--- src/rtl/async_fifo_reader_pkg.sv ---
`default_nettype none
// ============================================================================
// Package   : params
// Purpose   : Shared widths and the read-side burst FSM state type.
// Revision  : 1.0  initial release
// ============================================================================
package params;

    localparam int FIFO_WIDTH        = 8;
    localparam int LEN_WIDTH_DEFAULT = 8;

    typedef enum logic [1:0] {
        IDLE = 2'd0,
        RUN  = 2'd1,
        DONE = 2'd2
    } rd_state_t;

endpackage
`default_nettype wire

--- src/rtl/async_fifo_reader_skid_buf2.sv ---
`default_nettype none
// ============================================================================
// Module    : skid_buf2
// Purpose   : Two-entry valid/ready buffer; head entry drives the output.
// Revision  : 1.0  initial release
// ============================================================================
module skid_buf2 #(
    parameter int WIDTH = 9
) (
    input  logic             clk,
    input  logic             rst,
    input  logic             i_push,
    input  logic [WIDTH-1:0] i_push_data,
    input  logic             i_pop,
    output logic [1:0]       o_occ,
    output logic             o_valid,
    output logic [WIDTH-1:0] o_head
);

    logic [WIDTH-1:0] r_head;
    logic [WIDTH-1:0] r_tail;
    logic [1:0]       r_occ;
    logic             w_pop;
    logic             w_push;

    assign w_pop  = i_pop && (r_occ != 2'd0);
    // A full buffer can still take a word when the head leaves in the same cycle.
    assign w_push = i_push && ((r_occ != 2'd2) || w_pop);

    always_ff @(posedge clk or posedge rst) begin
        if (rst) begin
            r_head <= '0;
            r_tail <= '0;
            r_occ  <= 2'd0;
        end else begin
            case (r_occ)
                2'd0: begin
                    if (w_push) r_head <= i_push_data;
                end
                2'd1: begin
                    if (w_push && w_pop) r_head <= i_push_data;
                    else if (w_push)     r_tail <= i_push_data;
                end
                default: begin
                    if (w_pop) begin
                        r_head <= r_tail;
                        if (w_push) r_tail <= i_push_data;
                    end
                end
            endcase

            if (w_push && !w_pop)      r_occ <= r_occ + 2'd1;
            else if (w_pop && !w_push) r_occ <= r_occ - 2'd1;
        end
    end

    assign o_occ   = r_occ;
    assign o_valid = (r_occ != 2'd0);
    assign o_head  = r_head;

endmodule
`default_nettype wire

--- src/rtl/async_fifo_reader.sv ---
`default_nettype none
// ============================================================================
// Module    : async_fifo_reader
// Purpose   : Drains a fixed-length burst from the async FIFO read port onto
//             a valid/ready stream, tagging the last word and pulsing done.
// Revision  : 1.0  initial release
// ============================================================================
module async_fifo_reader
    import params::*;
#(
    parameter int DATA_WIDTH = FIFO_WIDTH,
    parameter int LEN_WIDTH  = LEN_WIDTH_DEFAULT
) (
    input  logic                  rclk,
    input  logic                  rrst,
    input  logic                  start,
    input  logic [LEN_WIDTH-1:0]  len,
    output logic                  busy,
    output logic                  done,
    input  logic                  rempty,
    output logic                  rinc,
    input  logic [DATA_WIDTH-1:0] rdata,
    output logic                  m_valid,
    input  logic                  m_ready,
    output logic [DATA_WIDTH-1:0] m_data,
    output logic                  m_last
);

    localparam logic [LEN_WIDTH-1:0] c_ONE = LEN_WIDTH'(1);

    rd_state_t             r_state;
    rd_state_t             w_state_nxt;
    logic [LEN_WIDTH-1:0]  r_issue_cnt;
    logic [LEN_WIDTH-1:0]  r_out_cnt;
    logic                  w_rinc;
    logic                  w_pop;
    logic                  w_valid;
    logic [1:0]            w_occ;
    logic [DATA_WIDTH:0]   w_head;
    logic [DATA_WIDTH:0]   w_push_data;

    assign w_pop       = w_valid && m_ready;
    assign w_push_data = {(r_issue_cnt == c_ONE), rdata};

    always_ff @(posedge rclk or posedge rrst) begin
        if (rrst) r_state <= IDLE;
        else      r_state <= w_state_nxt;
    end

    // rinc looks only at registered state and rempty, never at m_ready.
    always_comb begin
        w_state_nxt = r_state;
        w_rinc      = 1'b0;
        case (r_state)
            IDLE: begin
                if (start) w_state_nxt = (len == '0) ? DONE : RUN;
            end
            RUN: begin
                w_rinc = !rempty && (r_issue_cnt != '0) && (w_occ < 2'd2);
                if (w_pop && (r_out_cnt == c_ONE)) w_state_nxt = DONE;
            end
            DONE:    w_state_nxt = IDLE;
            default: w_state_nxt = IDLE;
        endcase
    end

    always_ff @(posedge rclk or posedge rrst) begin
        if (rrst) begin
            r_issue_cnt <= '0;
            r_out_cnt   <= '0;
        end else if ((r_state == IDLE) && start) begin
            r_issue_cnt <= len;
            r_out_cnt   <= len;
        end else begin
            if (w_rinc)                     r_issue_cnt <= r_issue_cnt - c_ONE;
            if (w_pop && (r_out_cnt != '0)) r_out_cnt   <= r_out_cnt - c_ONE;
        end
    end

    skid_buf2 #(
        .WIDTH (DATA_WIDTH + 1)
    ) u_buf (
        .clk         (rclk),
        .rst         (rrst),
        .i_push      (w_rinc),
        .i_push_data (w_push_data),
        .i_pop       (w_pop),
        .o_occ       (w_occ),
        .o_valid     (w_valid),
        .o_head      (w_head)
    );

    assign rinc    = w_rinc;
    assign busy    = (r_state != IDLE);
    assign done    = (r_state == DONE);
    assign m_valid = w_valid;
    assign m_data  = w_head[DATA_WIDTH-1:0];
    assign m_last  = w_head[DATA_WIDTH];

endmodule
`default_nettype wire

--- config.mk ---
export PLATFORM = sky130hd
export DESIGN_NAME = async_fifo_reader
export DESIGN_NICKNAME = d
export VERILOG_FILES = /design/src/rtl/async_fifo_reader_pkg.sv /design/src/rtl/async_fifo_reader_skid_buf2.sv /design/src/rtl/async_fifo_reader.sv
export SDC_FILE = /design/constraint.sdc
export NUM_CORES = 1
export LEC_CHECK = 0
export ABC_AREA = 1
export CAP_MARGIN = 20
export CORE_ASPECT_RATIO = 0.9
export CORE_MARGIN = 10
export CORE_UTILIZATION = 49
export CTS_BUF_LIST = sky130_fd_sc_hd__clkbuf_16
export DETAILED_ROUTE_END_ITERATION = 8
export GPL_TIMING_DRIVEN = 0
export PLACE_DENSITY = 0.77
export SETUP_SLACK_MARGIN = 0.3
export SLEW_MARGIN = 20
export SYNTH_ARGS = -nofsm -noshare
export SYNTH_HDL_FRONTEND = slang
export SYNTH_SLANG_ARGS = --single-unit
--- constraint.sdc ---
create_clock -name rclk -period 1.7 [get_ports rclk]
set_input_delay 0.51 -clock rclk [delete_from_list [all_inputs] [get_ports rclk]]
set_output_delay 0.51 -clock rclk [all_outputs]
set_load 0.02 [all_outputs]
==> results.toml <==
[outcome]
status = "complete, but fails checks"
violations = "setup timing"

[timing]
fmax_mhz = 501
max-slew-margin-rel = 0.666
worst_slew_pin_slew_ps = 501
setup_viol = 30
timing.final.crit_share = 1.17
fin_crit_ps = 2000
clock_skew_ps = 5.28
setup_ws_ps = -297
finalHoldViolCount = 0
rsz0062_at_grt = "yes"
drv_slew = 0

[clock_tree]
root_buffer = "clkbuf_16"
cts_tree = "done"
clkSlewWorstSetupHoldPaths_ps = 60
cts_buffers = 5
clock_latency_ps = 300
cts.sinks = 38
htree_levels = 2
clockBufferDepth = 2

[global_routing]
grt_util_all_layers = 0.213
grt_pass1_wl_um = 13200
grt_max_degree = 30
grt_pass1_vias = 2631
antenna_found_initial = 0
grt-ovfl-total = 0

[power]
switching_power_w = 0.00386
clkPwrFrac = 0.152
ir_drop_v = 0.00153
power_w = 0.00818
power.internal_w = 0.00432
p_per_area_nw_per_um2 = 2230
pwr-share-seq = 0.206
leakage_nw = 1.83
switching_share = 0.471
p_comb_frac = 0.642

[setup_path]
critPathBufInv = 3
crit_path_max_fanout = 4
slowest_delay_ps = 450
r2r_end = "u_buf.r_tail[1]"
reg2reg_slack_ps = -270
cpMostUsedCell = "nand2_4"
path_cells = "inv_1 > nand2_4 > nor2_4 > nand2_4 > nand2_4 > inv_4 > buf_6"
path_class = "reg -> out"
startpoint_type = "register"
endpoint_kind = "output pin"
rr_startpoint = "r_issue_cnt[2]"
worstPathArrival_ps = 1490
crit_family = "flip-flops"
r2r_cells = 13
critPathSlowestCell = "dfrtp_1"
critPathRequiredTime_ps = 1190

[logic_synthesis]
synth-edff-count = 0
synthMuxAreaShare = 0
synthesis.nets = 335
synth_xor_area_frac = 0.0157
synthAdderAreaFrac = 0.0447
postSynthAreaPerCell_um2 = 7.32
yosys.area_share.simple = 0.375
yosysSeqAreaShare = 0.425
synth_area_um2 = 2240
synth_seq_cells = 38
synth_compound_area_frac = 0.0688
synth_flop_cell = "dfrtp_1"
synth_warnings = 0
async_flop_share = 1.00
ys_types = 27
synth_top_family_by_area = "simple AND/OR/NAND/NOR gates"
synth_cells = 306

[drt]
ant_nets = 0
route.detailed.wl_per_inst_um = 20.6
drt-total-wl_um = 9470
dr.pass1.iters = 7
viasPerCell = 6.07
drt_iter0_markers = 388
drc_errors = 0
via_count = 2794

[cells_and_area]
diodes = 0
register_area_um2 = 951
fin_nets = 426
fillers = 232
multi_input_comb_area_um2 = 1510
finalInstanceArea_um2 = 3670
syn_to_final_growth_pct = 64.0
drive_above_1_share = 0.374

[die]
placementRows = 23
core_area_um2 = 4430
dieArea_um2 = 7680
start_util = 0.505
die_h_um = 84.1
io_pins = 34
die_w_um = 91.2

[placed_design]
dpl_cell_area_um2 = 2750
gp_congestion = 0.917
place_hpwl_um = 4000
portBuffers = 33
dpl_worst_slack_ps = -934

[min_path]
hp-class = "in -> async"

[job]
maxCapViolations = 0
==> worst max-delay path by stage <==
stage,cells after the start,startpoint,to
4_1_cts,8,r_issue_cnt[0],rinc
2_1_floorplan,4,rempty,rinc
3_3_place_gp,6,rempty,rinc
6_report,7,r_issue_cnt[2],rinc
5_1_grt,8,r_issue_cnt[0],rinc
3_5_place_dp,6,rempty,rinc
==> repair_timing <==
item / CTS / global route
hold buffers: 0 / 0
cloned: 4 / 0
setup endpoints to repair: 51 / 42
gates resized for setup: 134 / 43
setup buffers: 38 / 8
pin swaps: 28 / 20
==> sequential cells by signal (all words and copies together), names as in the netlist <==
signal / flops
u_buf.o_head: 9
u_buf.r_tail: 9
r_issue_cnt: 8
r_out_cnt: 8
r_state: 2
u_buf.o_occ: 2
==> stage by stage <==
stage	TNS (ps)	util	hold WS, ps	cells
global route	-5800	0.828	479	460
detailed placement	-13340	0.620	459	402
global placement	-34240	0.615	454	401
floorplan	0	-	442	306
CTS	-1450	0.780	469	452
finish	-5300	0.828	456	460
==> per-layer routing <==
layer  routed length (µm)  up-vias  GRT usage
li1                     -     1186          -
met1                 3690     1317      0.251
met2                 4320      230      0.337
met3                  885       61     0.0674
met4                  568        0      0.118
met5                    0        -          0
==> cell families after synthesis <==
logic type                 after synthesis
DFF                                     38
adders and majority gates                8
AOI/OAI and AO/OA                       27
buffers and inverters                   41
xor gates and xnor gates                 4
and+or+nand+nor                        188
==> cell usage in the layout (no fill, tap or decap), types with 11 or more instances in the layout <==
cell             instances
dfrtp_1                 38
nand2_1                 86
inv_1                   20
nand4_1                 11
buf_6                   22
nand2_2                 15
inv_2                   12
nand2_4                 12
nor2_1                  14
clkdlybuf4s50_1         17
nand3_1                 26
buf_4                   26
==> power groups by stage <==
stage	Combinational (W)	Clock, W	Sequential [W]
after global routing	0.00560	0.00127	0.00171
after global placement	0.00300	0	0.00159
after CTS	0.00427	0.00120	0.00159
final	0.00525	0.00125	0.00169
after detailed placement	0.00306	0	0.00160
after floorplan	0.00215	0	0.00166
==> synthesized netlist by cell type (2+ instances only) <==
master	number	area [µm²]
nand4_1	11	68.8
a21oi_1	2	10.0
nor2_4	2	22.5
nand2_4	2	22.5
or2_2	2	12.5
o211ai_1	6	45.0
nand2_2	3	18.8
o21ai_0	18	90.1
nand2_1	111	417
nor2_1	22	82.6
nand3_1	30	150
dfrtp_1	38	951
inv_1	35	131
xor2_1	2	17.5
ha_1	8	100
xnor2_1	2	17.5
clkinv_1	2	7.51
==> layout make-up <==
type / count / share of cell area
Inverter: 38 / 0.0433
Timing Repair Buffer: 81 / 0.206
Buffer: 3 / 0.00716
Clock buffer: 5 / 0.0341
Clock inverter: 3 / 0.0174
Multi-Input combinational cell: 230 / 0.412
Sequential cell: 38 / 0.259
Tap cell: 62 / 0.0211
Power figures use the tool's default switching activity.
